===== src/rtl/key_choose_gen.sv =====
// Two-button up/down request generator: per-key synchronizer and debounce feeding a
// hold/auto-repeat FSM that emits one-cycle choose pulses for a counter.
module key_choose_gen #(
    parameter int unsigned DB_CYCLES  = 1000000,
    parameter int unsigned REP_DELAY  = 50000000,
    parameter int unsigned REP_PERIOD = 10000000
) (
    input  logic       clk,
    input  logic       rst_n,
    input  logic       key_up,
    input  logic       key_down,
    output logic [2:0] choose,
    output logic       held_up,
    output logic       held_down,
    output logic [1:0] dbg_state_o
);

    typedef enum logic [1:0] {
        IDLE      = 2'd0,
        UP_HOLD   = 2'd1,
        DOWN_HOLD = 2'd2,
        LOCK      = 2'd3
    } state_t;

    localparam logic [2:0]  CH_IDLE  = 3'b000;
    localparam logic [2:0]  CH_UP    = 3'b001;
    localparam logic [2:0]  CH_DOWN  = 3'b100;
    localparam logic [31:0] DB_LAST  = 32'(DB_CYCLES - 1);
    localparam logic [31:0] REP_DLY  = 32'(REP_DELAY);
    localparam logic [31:0] REP_PER  = 32'(REP_PERIOD);

    // Index 0 is the up key, index 1 the down key.
    logic [1:0]  sync1_q, sync2_q;
    logic [1:0]  db_q, db_d;
    logic [31:0] db_cnt_q [2];
    logic [31:0] db_cnt_d [2];

    state_t      state_q;
    logic [31:0] rep_q;

    always_ff @(posedge clk) begin
        if (!rst_n) begin
            sync1_q <= 2'b00;
            sync2_q <= 2'b00;
        end else begin
            sync1_q <= {key_down, key_up};
            sync2_q <= sync1_q;
        end
    end

    // The level flips on the cycle the disagreement count would reach DB_CYCLES,
    // so the counter never exceeds DB_CYCLES-1 and cannot wrap.
    always_comb begin
        for (int k = 0; k < 2; k++) begin
            db_d[k]     = db_q[k];
            db_cnt_d[k] = 32'd0;
            if (sync2_q[k] != db_q[k]) begin
                if (db_cnt_q[k] == DB_LAST) begin
                    db_d[k]     = ~db_q[k];
                    db_cnt_d[k] = 32'd0;
                end else begin
                    db_cnt_d[k] = db_cnt_q[k] + 32'd1;
                end
            end
        end
    end

    always_ff @(posedge clk) begin
        if (!rst_n) begin
            db_q        <= 2'b00;
            db_cnt_q[0] <= 32'd0;
            db_cnt_q[1] <= 32'd0;
        end else begin
            db_q        <= db_d;
            db_cnt_q[0] <= db_cnt_d[0];
            db_cnt_q[1] <= db_cnt_d[1];
        end
    end

    // Release beats a due repeat, and a second key beats a due repeat.
    always_ff @(posedge clk) begin
        if (!rst_n) begin
            state_q <= IDLE;
            rep_q   <= 32'd0;
            choose  <= CH_IDLE;
        end else begin
            choose <= CH_IDLE;
            case (state_q)
                IDLE: begin
                    if (db_q[0] && !db_q[1]) begin
                        state_q <= UP_HOLD;
                        choose  <= CH_UP;
                        rep_q   <= REP_DLY;
                    end else if (db_q[1] && !db_q[0]) begin
                        state_q <= DOWN_HOLD;
                        choose  <= CH_DOWN;
                        rep_q   <= REP_DLY;
                    end else if (db_q[0] && db_q[1]) begin
                        state_q <= LOCK;
                    end
                end
                UP_HOLD: begin
                    if (!db_q[0]) begin
                        state_q <= IDLE;
                        rep_q   <= 32'd0;
                    end else if (db_q[1]) begin
                        state_q <= LOCK;
                        rep_q   <= 32'd0;
                    end else if (rep_q == 32'd1) begin
                        choose <= CH_UP;
                        rep_q  <= REP_PER;
                    end else if (rep_q != 32'd0) begin
                        rep_q <= rep_q - 32'd1;
                    end
                end
                DOWN_HOLD: begin
                    if (!db_q[1]) begin
                        state_q <= IDLE;
                        rep_q   <= 32'd0;
                    end else if (db_q[0]) begin
                        state_q <= LOCK;
                        rep_q   <= 32'd0;
                    end else if (rep_q == 32'd1) begin
                        choose <= CH_DOWN;
                        rep_q  <= REP_PER;
                    end else if (rep_q != 32'd0) begin
                        rep_q <= rep_q - 32'd1;
                    end
                end
                LOCK: begin
                    if (!db_q[0] && !db_q[1]) begin
                        state_q <= IDLE;
                    end
                end
                default: begin
                    state_q <= IDLE;
                    rep_q   <= 32'd0;
                end
            endcase
        end
    end

    assign held_up     = db_q[0];
    assign held_down   = db_q[1];
    assign dbg_state_o = state_q;

endmodule


===== config.mk =====
export PLATFORM = sky130hd
export DESIGN_NAME = key_choose_gen
export DESIGN_NICKNAME = d
export VERILOG_FILES = /design/src/rtl/key_choose_gen.sv
export SDC_FILE = /design/constraint.sdc
export NUM_CORES = 1
export LEC_CHECK = 0
export BUFFER_PORTS_ARGS = -buffer_cell sky130_fd_sc_hd__buf_2
export CORE_MARGIN = 2
export CORE_UTILIZATION = 60
export DETAILED_ROUTE_END_ITERATION = 8
export GPL_TIMING_DRIVEN = 1
export PLACE_DENSITY = 0.77
export SLEW_MARGIN = 20
export SYNTH_ARGS = -nofsm -noshare
export SYNTH_HDL_FRONTEND = slang
export SYNTH_SLANG_ARGS = --single-unit
export TNS_END_PERCENT = 20

===== constraint.sdc =====
create_clock -name clk -period 2.85 [get_ports clk]
set_input_delay 0.1425 -clock clk [delete_from_list [all_inputs] [get_ports clk]]
set_output_delay 0.1425 -clock clk [all_outputs]
set_load 0.02 [all_outputs]

Word-level counts from Yosys, hierarchy flattened --
Memory sizes are Yosys's and may differ from the RTL's. Index checks and enable logic that the tools add are counted.
Storage, ports and cells: register bits after elaboration 43, bits in writable memories 64, input bits 4, output and inout bits 7, memories kept 1
Memory list:
- db_cnt_q | depth 2, width 32, rd ports 2, clocked after Yosys merged registers in 0, wr ports 2, line 35 | logic [31:0] db_cnt_q [2];
Cells by class: add/subtract/negate cells 3, equal/unequal tests 13, mux-type cells 35, bitwise gates (word level) 4, reductions and logical operators 13
Operators by type and width (number):
- $mux 32 | 14
- $pmux 32 s3 | 1
- $add 32x1->32 const B | 2
- $eq 32x20->1 const B | 2
- $eq 32x1->1 const B | 1
- $reduce_bool 32->1 | 1
- $sub 32x1->32 const B | 1
- $mux 2 | 8
- $mux 3 | 5
- $ne 3x3->1 const B | 3
- $pmux 3 s3 | 1
- $pmux 2 s4 | 1
- $reduce_and 2->1 | 3
- $mux 1 | 5
- $eq 2x2->1 const B | 2
- $logic_and 1x1->1 | 4
- $ne 4x4->1 const B | 1
- $reduce_and 4->1 | 1
- $reduce_bool 3->1 | 1
- $eq 2x1->1 const B | 1
- $logic_not 1->1 | 2
- $logic_not 2->1 | 1
- $ne 1x1->1 | 2
- $ne 2x2->1 const B | 1
- other kinds (2) | 4

Logic depth before layout (Yosys ltp) --
Gate-level depths: netlist of run 1.
word-level depth 6, gate-level depth with buffers 9, depth with buffers taken out 8

Worst setup path after synthesis of run 1 --
OpenSTA, ideal clock, no wires.
path kind register -> register, start point register rep_q[8], end point register rep_q[21], setup time 132 ps, arrival 2270 ps, required time 2718 ps, setup slack 447 ps, stages on the path, launching flop included 8, path buffers 1, path through dfxtp_1 > or4_1 > buf_2 > or4_4 > a211o_4 > o31a_1 > o21ai_0 > a21oi_1
On the way: longest elaborated chain between the ends 6, elaborated cells between the ends (all ways) 10, classes of those cells 1 x add/sub; 1 x eq/ne; 7 x mux; 1 x reduce/logical
Ends and longest elaborated chain:
- from (decl) | line 39 | logic [31:0] rep_q;
- from (signal assigned) | line 113 | rep_q <= rep_q - 32'd1;
- from (signal assigned) | line 127 | rep_q <= rep_q - 32'd1;
- $sub 32x1->32 or $reduce_bool 32->1 (tied branches)
- $mux 32 | line 112, 126
- $mux 32 * | line 109 | end else if (rep_q == 32'd1) begin
- $mux 32 (on tied branches) | line 120, 106
- $mux 32 (on tied branches) | line 117, 103
- $pmux 32 s3 * | line 88 | case (state_q)
Mark *: on every way between the ends. The rest lies on a longest branch, timed or not. A chain may end at the register's enable or synchronous reset.

Final worst setup path of run 1 --
start point register rep_q[17], end point register rep_q[12]
On the way: longest elaborated chain between the ends 6, elaborated cells between the ends (all ways) 9, classes of those cells 1 x eq/ne; 7 x mux; 1 x reduce/logical
Ends and longest elaborated chain (line):
- $reduce_bool 32->1 | 112, 126
- $mux 32
- $mux 32 * | 109
- $mux 32 (on tied branches) | 120, 106
- $mux 32 (on tied branches) | 117, 103
- $pmux 32 s3 * | 88
Marked as above.

==> results of run 1 <==
## flip-flops by register name, summed over array words and instances, names as in the netlist
signal,count
sync2_q,2
sync1_q,2
db_cnt_q,64
rep_q,32
dbg_state_o,2
db_q,2
choose,2
## Yosys cell counts (3+ instances only)
| cell | count |
|---|---|
| nand3_1 | 38 |
| a31oi_1 | 7 |
| or4_1 | 6 |
| a211o_1 | 3 |
| a21oi_1 | 27 |
| xor2_1 | 40 |
| and2_1 | 7 |
| nand2_1 | 36 |
| and4_1 | 8 |
| nor2_1 | 103 |
| o21ai_0 | 14 |
| nor4_1 | 23 |
| xnor2_1 | 27 |
| nand4_1 | 28 |
| clkbuf_1 | 21 |
| dfxtp_1 | 106 |
| buf_2 | 7 |
| inv_1 | 18 |
| ha_1 | 14 |
| nor4b_1 | 6 |
| or3_1 | 13 |
| o211a_1 | 7 |
| and3_1 | 17 |
| nor3_1 | 18 |
| or2_2 | 4 |
## power groups by stage
| stage | combinational, mW | sequential [mW] | clock (mW) |
|---|---|---|---|
| 2_1_floorplan | 1.58 | 1.76 | 0 |
| 3_3_place_gp | 2.05 | 1.79 | 0 |
| 3_5_place_dp | 2.09 | 1.80 | 0 |
| 4_1_cts | 2.10 | 1.77 | 1.02 |
| 5_1_grt | 2.33 | 1.79 | 1.08 |
| 6_report | 2.14 | 1.77 | 1.00 |
## path summary, 6_finish.rpt
path	endpoint	cells past startpoint	slack, ps	from
setup / recovery	rep_q[12]$_SDFFE_PN0P_	6	240	rep_q[17]$_SDFFE_PN0P_
hold / removal	rep_q[29]$_SDFFE_PN0P_	2	160	rst_n
setup reg to reg	rep_q[12]$_SDFFE_PN0P_	6	240	rep_q[17]$_SDFFE_PN0P_
hold reg to reg	sync2_q[0]$_SDFF_PN0_	1	440	sync1_q[0]$_SDFF_PN0_
## logic make-up (layout without fill, tap and decap cells)
group / after synthesis / after routing / share of synthesized area
buf+inv: 48 / 60 / 0.0360
simple gates: 323 / 323 / 0.316
compound gates: 81 / 81 / 0.105
flops: 106 / 106 / 0.397
mux: 2 / 2 / 0.00374
fa+ha+maj: 14 / 14 / 0.0328
other cells: 1 / 1 / 0.000701
xor+xnor: 67 / 67 / 0.110
## area by class of cell
class,count,area share
flip-flops and latches,106,0.369
repair buffers,26,0.0309
multi-input cells,488,0.527
clock inverters,6,0.0154
clock buffers,10,0.0222
well taps,108,0.0235
inverters,18,0.0117
## layer usage
layer / global-route usage / wire length, um
met5: 0 / 0
met2: 0.435 / 5860
met4: 0.0738 / 184
met1: 0.326 / 5310
met3: 0.0487 / 593
## stage by stage
step           hold WS, ps  cells
2_1_floorplan          270    642
3_3_place_gp           356    744
3_5_place_dp           357    744
4_1_cts                138    762
5_1_grt                132    762
6_report               155    762
## critical path: stages (launching register included)
cell     delay [ps]
dfxtp_1         370
or4_1           730
or2_2           410
nor3_4          300
a21oi_1         370
a21oi_1         240
o211a_1         140
==> results.json, run 1 <==
{
  "outcome": "finished clean",
  "clock_path_buffers": 2,
  "max_freq_ghz": 0.383,
  "post_cts_buffers": 0,
  "path_clk_slew_ps": 100,
  "p_sw_frac": 0.405,
  "power.share.clock": 0.204,
  "fin_worst_skew_ps": 13.4,
  "multi_input_area_sq_um": 3030,
  "ant_nets": 0,
  "placedInstanceArea_sq_um": 5520,
  "area_growth_pct": 7.56,
  "grt_first_pass_wirelength_um": 20600,
  "dieWidth_um": 98.4,
  "synth_top_flop_cell": "dfxtp_1",
  "grt_max_degree": 27,
  "power.switching_mw": 1.99,
  "post-route-period-util": 0.917,
  "relSlewSlack": 0.386,
  "ys_async_sr_fraction": 0,
  "synth_area_sq_um": 5350,
  "critPathMaxFanout": 11,
  "synth_edf_count": 0,
  "finalSetupTns_ps": 0,
  "overflow": 0,
  "cts_buffers": 9,
  "first_pass_iters": 5,
  "powerDensity_nw_per_um2": 854,
  "die_height_um": 98.4,
  "floorplan.io_pins": 11,
  "layout_commonest_cell": "dfxtp_1",
  "yosysTopAreaCell": "dfxtp_1",
  "drive_gt1_frac": 0.0841,
  "post_synth_num_cell_types": 61,
  "end_kind": "flip-flop",
  "final.setup.worst_slack_ps": 237,
  "grt_usage": 0.254,
  "max-vdd-ir-drop_v": 0.000692,
  "final_cell_mix": "106 x dfxtp_1, 103 x nor2_1, 40 x xor2_1, 38 x nand3_1, 36 x nand2_1",
  "routed_via_density": 6.12,
  "drv_slew": 0,
  "setup_violations": 0,
  "seq_area_frac_synth": 0.397,
  "synth_area_leaders": "dfxtp_1 40%, nor2_1 7.2%, xor2_1 6.6%, xnor2_1 4.4%, nand3_1 3.6%",
  "syn-instance-count": 642,
  "coreArea_sq_um": 8680,
  "wirelength_um": 11900,
  "place_ws_ps": 275,
  "power_frac_comb": 0.435,
  "cts_tree": "done",
  "drt_iter0_drc": 246,
  "nets": 667,
  "dieArea_sq_um": 9680,
  "gp_routability_congestion": 0.923,
  "first_global_vias": 4511,
  "dpl.hpwl_um": 8470,
  "min_path_type": "input port to flip-flop",
  "htreeDepth": 3,
  "diodes": 0,
  "crit_type": "flip-flop to flip-flop",
  "finalPower_mw": 4.91,
  "ys_ff_latch": 106,
  "synth_warnings": 0,
  "regArea_sq_um": 2120,
  "cap_violations": 0,
  "fin_crit_ps": 2610,
  "num-fill-cells": 742,
  "num_vias": 4667,
  "wl_per_cell_um": 15.7,
  "fin_area_sq_um": 5750,
  "synth_top_area_frac": 0.397,
  "p_int_mw": 2.92,
  "cts_resized": 0,
  "antenna_found_initial": 0,
  "root_buffer": "clkbuf_8",
  "tightest_slew_ps": 921,
  "p_seq_frac": 0.361,
  "syn_nets": 660,
  "rsz0062_at_grt": "no",
  "num_rows": 34,
  "cp_data_arrival_time_ps": 2930,
  "hold_violations": 0,
  "clock_latency_ps": 360,
  "cts_sinks": 106,
  "final_core_util": 0.663,
  "remaining_drc_errors": 0,
  "start_util": 0.616,
  "syn_area_per_cell_sq_um": 8.33,
  "p_leak_nw": 2.05,
  "cts_hold_buffers": 2,
  "startpoint_type": "flip-flop",
  "port_buffers": 9,
  "required_ps": 3160
}
(Power assumes the default switching activity.)
==> run 2, diff against run 1 <==
==> constraint.sdc (replaced) <==
create_clock -name clk -period 2.85 [get_ports clk]
set_input_delay 0.7125 -clock clk [delete_from_list [all_inputs] [get_ports clk]]
set_output_delay 0.7125 -clock clk [all_outputs]
set_load 0.02 [all_outputs]
==> results.json, run 2 (same netlist as run 1, synthesis figures left out) <==
{
  "fin_cells": 762,
  "drv_slew": 0,
  "fin_worst_skew_ps": 10.1,
  "layout_commonest_cell": "dfxtp_1",
  "crit_type": "flip-flop to flip-flop",
  "clock_latency_ps": 370,
  "first_pass_iters": 4,
  "setup_violations": 0,
  "num_vias": 4621,
  "fin_area_sq_um": 5760,
  "area_growth_pct": 7.67,
  "largest-register": "db_cnt_q",
  "cts_buffers": 9,
  "finalSetupTns_ps": 0,
  "min_path_cells": 1,
  "cts_tree": "done",
  "outcome": "finished clean",
  "grt_max_degree": 33,
  "remaining_drc_errors": 0,
  "nets": 667,
  "largest_register_ffs": 64,
  "end_kind": "flip-flop",
  "grt_usage": 0.253,
  "start_util": 0.616,
  "hold_ws_ps": 447,
  "placedInstanceArea_sq_um": 5540,
  "dp_cells": 746,
  "regArea_sq_um": 2120,
  "drive_gt1_frac": 0.0887,
  "reg_top3": "db_cnt_q x64, rep_q x32",
  "clock_path_buffers": 2,
  "port_buffers": 9,
  "wirelength_um": 11800,
  "place_ws_ps": 305,
  "num-fill-cells": 740,
  "htreeDepth": 3,
  "overflow": 0,
  "gp_routability_congestion": 0.931,
  "dieArea_sq_um": 9680,
  "first_global_vias": 4474,
  "antenna_found_initial": 0,
  "regToRegStartpoint": "rep_q[17]$_SDFFE_PN0P_",
  "rsz0062_at_grt": "no",
  "startpoint_type": "flip-flop",
  "min_path_type": "flip-flop to flip-flop",
  "final.setup.worst_slack_ps": 271,
  "critPathMaxFanout": 11,
  "path_clk_slew_ps": 100,
  "cp_data_arrival_time_ps": 2900,
  "required_ps": 3170,
  "p_leak_nw": 2.06,
  "floorplan.io_pins": 11,
  "num_rows": 34,
  "cts_resized": 0,
  "cap_violations": 0,
  "fin_crit_ps": 2580,
  "post-route-period-util": 0.905,
  "diodes": 0,
  "reg2reg_depth": 6,
  "die_height_um": 98.4,
  "multi_input_area_sq_um": 3030,
  "drt_iter0_drc": 177,
  "ant_nets": 0,
  "coreArea_sq_um": 8680,
  "root_buffer": "clkbuf_8",
  "wl_per_cell_um": 15.5,
  "final_core_util": 0.663,
  "grt_first_pass_wirelength_um": 20400,
  "dpl.hpwl_um": 8460,
  "max-vdd-ir-drop_v": 0.000810,
  "final_cell_mix": "106 x dfxtp_1, 103 x nor2_1, 40 x xor2_1, 38 x nand3_1, 36 x nand2_1",
  "relSlewSlack": 0.400,
  "whs_endpoint": "sync2_q[1]$_SDFF_PN0_",
  "cts_hold_buffers": 0,
  "cts_sinks": 106,
  "dieWidth_um": 98.4,
  "routed_via_density": 6.06,
  "r2r_slack_ps": 270,
  "powerDensity_nw_per_um2": 851,
  "finalPower_mw": 4.90,
  "hold_start": "sync1_q[1]$_SDFF_PN0_",
  "r2r_end": "rep_q[12]$_SDFFE_PN0P_",
  "post_cts_buffers": 0,
  "hold_violations": 0,
  "max_freq_ghz": 0.388,
  "tightest_slew_ps": 900
}
## run 2: layout make-up
cell class	count	area share
clock buffer	9	0.0215
sequential	106	0.369
clock inverter	7	0.0159
multi-input combinational	488	0.527
inverter	18	0.0117
timing repair buffer	26	0.0322
tap	108	0.0235
## run 2: how the worst max path moves through the flow
stage	end	slack, ps	cells after the start	startpoint
after global placement	rep_q[19]$_SDFFE_PN0P_	350	6	rep_q[8]$_SDFFE_PN0P_
after detailed placement	rep_q[15]$_SDFFE_PN0P_	300	6	rep_q[17]$_SDFFE_PN0P_
after CTS	rep_q[15]$_SDFFE_PN0P_	290	6	rep_q[17]$_SDFFE_PN0P_
after global routing	rep_q[12]$_SDFFE_PN0P_	100	6	rep_q[17]$_SDFFE_PN0P_
final	rep_q[12]$_SDFFE_PN0P_	270	6	rep_q[17]$_SDFFE_PN0P_
after floorplan	rep_q[21]$_SDFFE_PN0P_	450	7	rep_q[8]$_SDFFE_PN0P_
## run 2: layer usage
layer  track usage  vias to the layer above  wire length [um]
met2         0.418                      128              5570
met5             0                        -                 0
li1              -                     2293                 -
met1         0.321                     2162              5260
met4         0.112                        0               365
met3        0.0523                       38               594
## run 2: worst max-delay path: stages (launching register included)
cell     delay (ps)
dfxtp_1         370
or4_1           700
or2_2           400
nor3_4          310
a21oi_1         360
a21oi_1         250
o211a_1         140
## run 2: power breakdown
part / internal [mW] / switching, mW
Combinational: 0.822 / 1.32
Sequential: 1.61 / 0.159
Clock: 0.493 / 0.496
